$ cat src/rtl/vga_time_gen_if.sv
// Video timing bundle: the pixel coordinates that go to the draw stage, plus the
// sync and enable outputs that are aligned to the draw stage's output.
interface vga_time_gen_if #(
  parameter int PIX_WIDTH = 12
);
  logic [PIX_WIDTH-1:0] pix_x_o;
  logic [PIX_WIDTH-1:0] pix_y_o;
  logic                 pix_de_o;
  logic                 vga_hs_o;
  logic                 vga_vs_o;
  logic                 vga_de_o;
  logic                 frame_start_o;

  modport master (
    output pix_x_o, pix_y_o, pix_de_o, vga_hs_o, vga_vs_o, vga_de_o, frame_start_o
  );

  modport slave (
    input pix_x_o, pix_y_o, pix_de_o, vga_hs_o, vga_vs_o, vga_de_o, frame_start_o
  );
endinterface

$ cat src/rtl/vga_time_gen.sv
// VGA raster timing generator. It drives the pixel counters to the draw stage and
// delays the sync/enable decode so that it lines up with the draw pipeline output.
module vga_time_gen #(
  parameter int PIX_WIDTH    = 12,
  parameter int H_ACTIVE     = 1280,
  parameter int H_FP         = 48,
  parameter int H_SYNC       = 112,
  parameter int H_BP         = 248,
  parameter int V_ACTIVE     = 1024,
  parameter int V_FP         = 1,
  parameter int V_SYNC       = 3,
  parameter int V_BP         = 38,
  parameter bit H_SYNC_POL   = 1'b1,
  parameter bit V_SYNC_POL   = 1'b1,
  parameter int DRAW_LATENCY = 2
) (
  input  logic           clk_i,
  input  logic           rst_i,
  vga_time_gen_if.master vga
);

  localparam int H_TOTAL = H_ACTIVE + H_FP + H_SYNC + H_BP;
  localparam int V_TOTAL = V_ACTIVE + V_FP + V_SYNC + V_BP;

  if (longint'(H_TOTAL - 1) >= (longint'(1) << PIX_WIDTH)) begin : g_h_width_chk
    $error("vga_time_gen: H_TOTAL-1 does not fit in PIX_WIDTH bits");
  end
  if (longint'(V_TOTAL - 1) >= (longint'(1) << PIX_WIDTH)) begin : g_v_width_chk
    $error("vga_time_gen: V_TOTAL-1 does not fit in PIX_WIDTH bits");
  end
  if (DRAW_LATENCY < 1 || DRAW_LATENCY > 8) begin : g_lat_chk
    $error("vga_time_gen: DRAW_LATENCY must be in 1..8");
  end

  localparam logic [PIX_WIDTH-1:0] H_MAX  = PIX_WIDTH'(H_TOTAL - 1);
  localparam logic [PIX_WIDTH-1:0] V_MAX  = PIX_WIDTH'(V_TOTAL - 1);
  localparam logic [PIX_WIDTH-1:0] H_ACT  = PIX_WIDTH'(H_ACTIVE);
  localparam logic [PIX_WIDTH-1:0] V_ACT  = PIX_WIDTH'(V_ACTIVE);
  localparam logic [PIX_WIDTH-1:0] HS_BEG = PIX_WIDTH'(H_ACTIVE + H_FP);
  localparam logic [PIX_WIDTH-1:0] HS_END = PIX_WIDTH'(H_ACTIVE + H_FP + H_SYNC);
  localparam logic [PIX_WIDTH-1:0] VS_BEG = PIX_WIDTH'(V_ACTIVE + V_FP);
  localparam logic [PIX_WIDTH-1:0] VS_END = PIX_WIDTH'(V_ACTIVE + V_FP + V_SYNC);
  localparam logic [PIX_WIDTH-1:0] ONE    = {{(PIX_WIDTH-1){1'b0}}, 1'b1};

  // Sync level for a counter value; the upper bound is exclusive.
  function automatic logic sync_lvl(input logic [PIX_WIDTH-1:0] cnt,
                                    input logic [PIX_WIDTH-1:0] lo,
                                    input logic [PIX_WIDTH-1:0] hi,
                                    input logic                 pol);
    return (cnt >= lo && cnt < hi) ? pol : ~pol;
  endfunction

  logic [PIX_WIDTH-1:0] pix_x_p0, pix_y_p0;
  logic [PIX_WIDTH-1:0] x_nxt, y_nxt;
  logic                 h_last, v_last;
  logic                 de_p0, fs_p0;
  logic                 hs_raw, vs_raw, de_raw;
  logic                 hs_p [DRAW_LATENCY];
  logic                 vs_p [DRAW_LATENCY];
  logic                 de_p [DRAW_LATENCY];

  always_comb begin
    h_last = (pix_x_p0 == H_MAX);
    v_last = (pix_y_p0 == V_MAX);
    x_nxt  = h_last ? '0 : pix_x_p0 + ONE;
    y_nxt  = pix_y_p0;
    if (h_last) y_nxt = v_last ? '0 : pix_y_p0 + ONE;
    hs_raw = sync_lvl(pix_x_p0, HS_BEG, HS_END, H_SYNC_POL);
    vs_raw = sync_lvl(pix_y_p0, VS_BEG, VS_END, V_SYNC_POL);
    de_raw = (pix_x_p0 < H_ACT) && (pix_y_p0 < V_ACT);
  end

  // p0: counters plus the undelayed flags, computed from the next count so they
  // are registered yet coincide with the coordinates they describe.
  // p[0..DRAW_LATENCY-1]: sync/enable delay line matching the draw pipeline.
  always_ff @(posedge clk_i or negedge rst_i) begin
    if (!rst_i) begin
      pix_x_p0 <= H_MAX;
      pix_y_p0 <= V_MAX;
      de_p0    <= 1'b0;
      fs_p0    <= 1'b0;
      for (int i = 0; i < DRAW_LATENCY; i++) begin
        hs_p[i] <= ~H_SYNC_POL;
        vs_p[i] <= ~V_SYNC_POL;
        de_p[i] <= 1'b0;
      end
    end else begin
      pix_x_p0 <= x_nxt;
      pix_y_p0 <= y_nxt;
      de_p0    <= (x_nxt < H_ACT) && (y_nxt < V_ACT);
      fs_p0    <= (x_nxt == '0) && (y_nxt == '0);
      hs_p[0]  <= hs_raw;
      vs_p[0]  <= vs_raw;
      de_p[0]  <= de_raw;
      for (int i = 1; i < DRAW_LATENCY; i++) begin
        hs_p[i] <= hs_p[i-1];
        vs_p[i] <= vs_p[i-1];
        de_p[i] <= de_p[i-1];
      end
    end
  end

  assign vga.pix_x_o       = pix_x_p0;
  assign vga.pix_y_o       = pix_y_p0;
  assign vga.pix_de_o      = de_p0;
  assign vga.frame_start_o = fs_p0;
  assign vga.vga_hs_o      = hs_p[DRAW_LATENCY-1];
  assign vga.vga_vs_o      = vs_p[DRAW_LATENCY-1];
  assign vga.vga_de_o      = de_p[DRAW_LATENCY-1];

endmodule

$ cat src/flat_wrapper.sv
// flat-port wrapper written by rule: the top's interface ports become plain ports
module vga_time_gen_flat 
#(
  parameter int PIX_WIDTH    = 12,
  parameter int H_ACTIVE     = 1280,
  parameter int H_FP         = 48,
  parameter int H_SYNC       = 112,
  parameter int H_BP         = 248,
  parameter int V_ACTIVE     = 1024,
  parameter int V_FP         = 1,
  parameter int V_SYNC       = 3,
  parameter int V_BP         = 38,
  parameter bit H_SYNC_POL   = 1'b1,
  parameter bit V_SYNC_POL   = 1'b1,
  parameter int DRAW_LATENCY = 2
)
  (clk_i, rst_i, vga_pix_x_o, vga_pix_y_o, vga_pix_de_o, vga_vga_hs_o, vga_vga_vs_o, vga_vga_de_o, vga_frame_start_o);
  vga_time_gen_if #(.PIX_WIDTH(PIX_WIDTH)) vga_i ();
  input  logic clk_i;
  input  logic rst_i;
  output wire logic [$bits(vga_i.pix_x_o)-1:0] vga_pix_x_o;
  output wire logic [$bits(vga_i.pix_y_o)-1:0] vga_pix_y_o;
  output wire logic [$bits(vga_i.pix_de_o)-1:0] vga_pix_de_o;
  output wire logic [$bits(vga_i.vga_hs_o)-1:0] vga_vga_hs_o;
  output wire logic [$bits(vga_i.vga_vs_o)-1:0] vga_vga_vs_o;
  output wire logic [$bits(vga_i.vga_de_o)-1:0] vga_vga_de_o;
  output wire logic [$bits(vga_i.frame_start_o)-1:0] vga_frame_start_o;
  assign vga_pix_x_o = vga_i.pix_x_o;
  assign vga_pix_y_o = vga_i.pix_y_o;
  assign vga_pix_de_o = vga_i.pix_de_o;
  assign vga_vga_hs_o = vga_i.vga_hs_o;
  assign vga_vga_vs_o = vga_i.vga_vs_o;
  assign vga_vga_de_o = vga_i.vga_de_o;
  assign vga_frame_start_o = vga_i.frame_start_o;
  vga_time_gen #(.PIX_WIDTH(PIX_WIDTH), .H_ACTIVE(H_ACTIVE), .H_FP(H_FP), .H_SYNC(H_SYNC), .H_BP(H_BP), .V_ACTIVE(V_ACTIVE), .V_FP(V_FP), .V_SYNC(V_SYNC), .V_BP(V_BP), .H_SYNC_POL(H_SYNC_POL), .V_SYNC_POL(V_SYNC_POL), .DRAW_LATENCY(DRAW_LATENCY)) u_core (.clk_i(clk_i), .rst_i(rst_i), .vga(vga_i));
endmodule
$ cat config.mk
export PLATFORM = sky130hd
export DESIGN_NAME = vga_time_gen_flat
export DESIGN_NICKNAME = d
export VERILOG_FILES = /design/src/rtl/vga_time_gen_if.sv /design/src/rtl/vga_time_gen.sv /design/src/flat_wrapper.sv
export SDC_FILE = /design/constraint.sdc
export NUM_CORES = 1
export LEC_CHECK = 0
export ABC_CLOCK_PERIOD_IN_PS = 3300
export CAP_MARGIN = 20
export CORE_UTILIZATION = 52
export DETAILED_ROUTE_END_ITERATION = 10
export PLACE_DENSITY = 0.9
export SYNTH_ARGS = -nofsm -noshare
export SYNTH_HDL_FRONTEND = slang
export SYNTH_SLANG_ARGS = --single-unit
$ cat constraint.sdc
create_clock -name clk_i -period 3.3 [get_ports clk_i]
set_input_delay 0.66 -clock clk_i [delete_from_list [all_inputs] [get_ports clk_i]]
set_output_delay 0.66 -clock clk_i [all_outputs]
set_load 0.02 [all_outputs]
==> flow_summary_export.csv <==
group,metric,value,unit
worst_setup_path,setup.worst_path.end,"u_core.vga.frame_start_o",
worst_setup_path,r2r_end,"u_core.vga.frame_start_o",
worst_setup_path,reg2reg_setup_slack,0.26,ns
placement,dp_slack,0.275,ns
floorplan,die_w,59.3,um
final_layout,fillers,254,
clocking,worstSkewPairLatency,0.35,ns
floorplan,die_area,3520,sq um
logic_synthesis,yosysUniqueCellTypes,44,
placement,dp_hpwl,2720,um
logic_synthesis,synth-edff-count,0,
clocking,post-cts-setup-buffer-count,0,
global_route,grt_use_total,25.5,%
clocking,root_buffer,"clkbuf_4",
logic_synthesis,synthArstFlopShare,100,%
sta,maxSlewHeadroom,58.0,%
clocking,cts_resized,0,
floorplan,die_y,59.3,um
sta,drv_slew,0,
final_layout,drive_gt1_share,14.4,%
global_route,gr-total-overflow,0,
pwr,power.clock.fraction,38.9,%
detailed_routing,dr.pass1.iters,4,
global_route,grt_pass1_wl,6400,um
worst_setup_path,required,3.56,ns
clocking,numCtsBuffers,5,
logic_synthesis,syn_area,1710,sq um
detailed_routing,wl_per_cell,15.7,um
clocking,cts_max_path_buffers,2,
detailed_routing,drt_iter0_drc,69,
sta,max_freq,329,MHz
final_layout,diodes,0,
sta,fin_crit_sh,92.0,%
flow_run,drv_cap,0,
clocking,cts_max_level,2,
sta,fin_setup_tns,0,ns
worst_setup_path,arrival,3.29,ns
detailed_routing,routed_wl,3860,um
pwr,pwr-share-comb,1.3,%
worst_setup_path,worst_r2r_path_depth,7,
detailed_routing,viasPerCell,5.98,
sta,finClkSkew,0.0127,ns
pwr,p_switching,0.137,mW
sta,finalCriticalPeriod,3.04,ns
min_path,hold_depth,0,
worst_setup_path,startpoint,"u_core.vga.pix_x_o[1]",
logic_synthesis,yosys_warnings,0,
clocking,hold_buffers,0,
final_layout,final_common_cell,"clkdlybuf4s50_1",
worst_setup_path,worstSetupPathType,"flop to flop",
placement,gp_congestion,0.908,
clocking,tritoncts,"built",
sta,rsz0062_at_grt,"no",
final_layout,final_nets,208,
sta,holdWs,0.361,ns
pwr,swShare,20.9,%
min_path,worstHoldPathType,"flop to flop",
sta,worst_slew_pin_slew,0.624,ns
pwr,p_leak,0.875,nW
sta,setup_viol,0,
logic_synthesis,synth.avg_cell_area,10.2,sq um
detailed_routing,ant_nets,0,
worst_setup_path,worstPathCellList,"ha_1, nand4b_1, or4_4, nor4_1, xor2_1, or4bb_1, nor4_2",
floorplan,io_pins,31,
worst_setup_path,startpoint_type,"flop",
global_route,antenna_found_initial,0,
final_layout,postLayoutCoreUtil,69.0,%
sta,setup_ws,0.264,ns
clocking,clkSinkCount,32,
logic_synthesis,syn_inst,168,
pwr,seq_power_share,59.7,%
worst_setup_path,cp_max_fo,14,
status,status,"finished, final reports clean",
worst_setup_path,end_kind,"flop",
pwr,internal_power,0.520,mW
pwr,power_density,309,nW/um^2
worst_setup_path,r2r-start,"u_core.vga.pix_x_o[1]",
final_layout,final_cell_mix,"clkdlybuf4s50_1, dfrtp_1, nand3_1",
floorplan,core,3080,sq um
clocking,path_clk_slew,0.10,ns
placement,port_buffers,30,
global_route,grt_max_degree,33,
global_route,grt_pass1_vias,1384,
floorplan,num_rows,20,
logic_synthesis,synth_nets,175,
detailed_routing,drc,0,
final_layout,area_delta_synth_final,24.4,%
pwr,max-vdd-ir-drop,0.000289,V
worst_setup_path,critPathSlowestCell,"dfstp_2",
logic_synthesis,ys_seq_area_share,47.7,%
worst_setup_path,crit_path_max_incr_delay,0.61,ns
logic_synthesis,ys.flop_type,"dfrtp_1",
detailed_routing,vias,1470,
floorplan,initial_core_util,55.5,%
logic_synthesis,synth-seq-cells,32,
sta,hold_viol_final,0,
-- kinds of logic (layout without fill, tap and decap cells) --
logic type / count (synthesis) / count (layout) / share of synthesized area, %
simple gates: 72 / 72 / 25.6
flops: 32 / 32 / 47.7
fa+ha+maj: 5 / 5 / 3.66
compound gates: 21 / 21 / 8.86
mux: 1 / 1 / 0.659
buf+inv: 20 / 54 / 4.84
xor+xnor: 17 / 17 / 8.72
-- final cells by class --
class / count / area (sq um) / area share [%]
multi-input cells: 116 / 811 / 38.2
clock buffers: 8 / 68.8 / 3.24
well taps: 44 / 55.1 / 2.59
flip-flops and latches: 32 / 815 / 38.3
repair buffers: 34 / 330 / 15.5
inverters: 12 / 45.0 / 2.12
-- routing by layer --
layer | vias to the layer above | global-route usage (%) | part of all wire, %
li1 | 681 | - | -
met1 | 723 | 32.4 | 42
met2 | 59 | 38.2 | 50
met3 | 7 | 7.64 | 6.0
met4 | 0 | 15.3 | 1.8
met5 | - | 0 | 0
-- per-stage QoR --
step	instances	area (sq um)	total power, mW
6_report	246	2120	0.657
5_1_grt	246	2120	0.679
4_1_cts	246	2120	0.663
3_5_place_dp	238	2060	0.409
3_3_place_gp	238	2060	0.409
2_1_floorplan	168	1710	0.400
-- synth_stat cells, types with 2 or more instances --
library cell	number	area share, %
and4_1	2	1.0
nor4b_1	3	1.5
a2111oi_0	2	1.0
nand2_1	10	2.2
o31ai_1	2	0.88
and3_1	5	1.8
nand3_1	13	3.8
nor4_1	2	0.73
nand4_1	5	1.8
xnor2_1	9	4.6
a211oi_1	2	0.88
nor2_1	9	2.0
or4_1	4	1.8
nor3_1	4	1.2
o21ai_0	6	1.8
inv_1	12	2.6
clkbuf_1	7	1.5
ha_1	5	3.7
or3_1	2	0.73
or2_2	2	0.73
xor2_1	8	4.1
dfrtp_1	21	31
dfstp_2	11	17
nor3_2	2	1.2
-- worst min-delay path by stage --
stage,from,to,slack [ns]
2_1_floorplan,u_core.de_p[1],u_core.vga.vga_de_o,0.33
3_3_place_gp,u_core.vs_p[1],u_core.vga.vga_vs_o,0.33
3_5_place_dp,u_core.vs_p[1],u_core.vga.vga_vs_o,0.34
4_1_cts,u_core.vs_p[1],u_core.vga.vga_vs_o,0.36
5_1_grt,u_core.vs_p[1],u_core.vga.vga_vs_o,0.37
6_report,u_core.hs_p[1],u_core.vga.vga_hs_o,0.36
-- critical path: cells and delay by family, from the launching register on --
kind,cells,cell delay [ns]
AND/OR/NAND/NOR,5,1.90
adder cells (fa/ha/maj),1,0.32
flip-flops,1,0.61
XOR/XNOR,1,0.12
-- power groups by stage --
| stage | sequential, mW | clock [mW] | combinational [mW] |
|---|---|---|---|
| floorplan | 0.400 | 0 | 0.000000336 |
| global placement | 0.400 | 0 | 0.00915 |
| detailed placement | 0.400 | 0 | 0.00938 |
| CTS | 0.393 | 0.261 | 0.00944 |
| global route | 0.393 | 0.275 | 0.0106 |
| finish | 0.393 | 0.256 | 0.00880 |
Note: power is estimated with default switching activity, not from simulation.
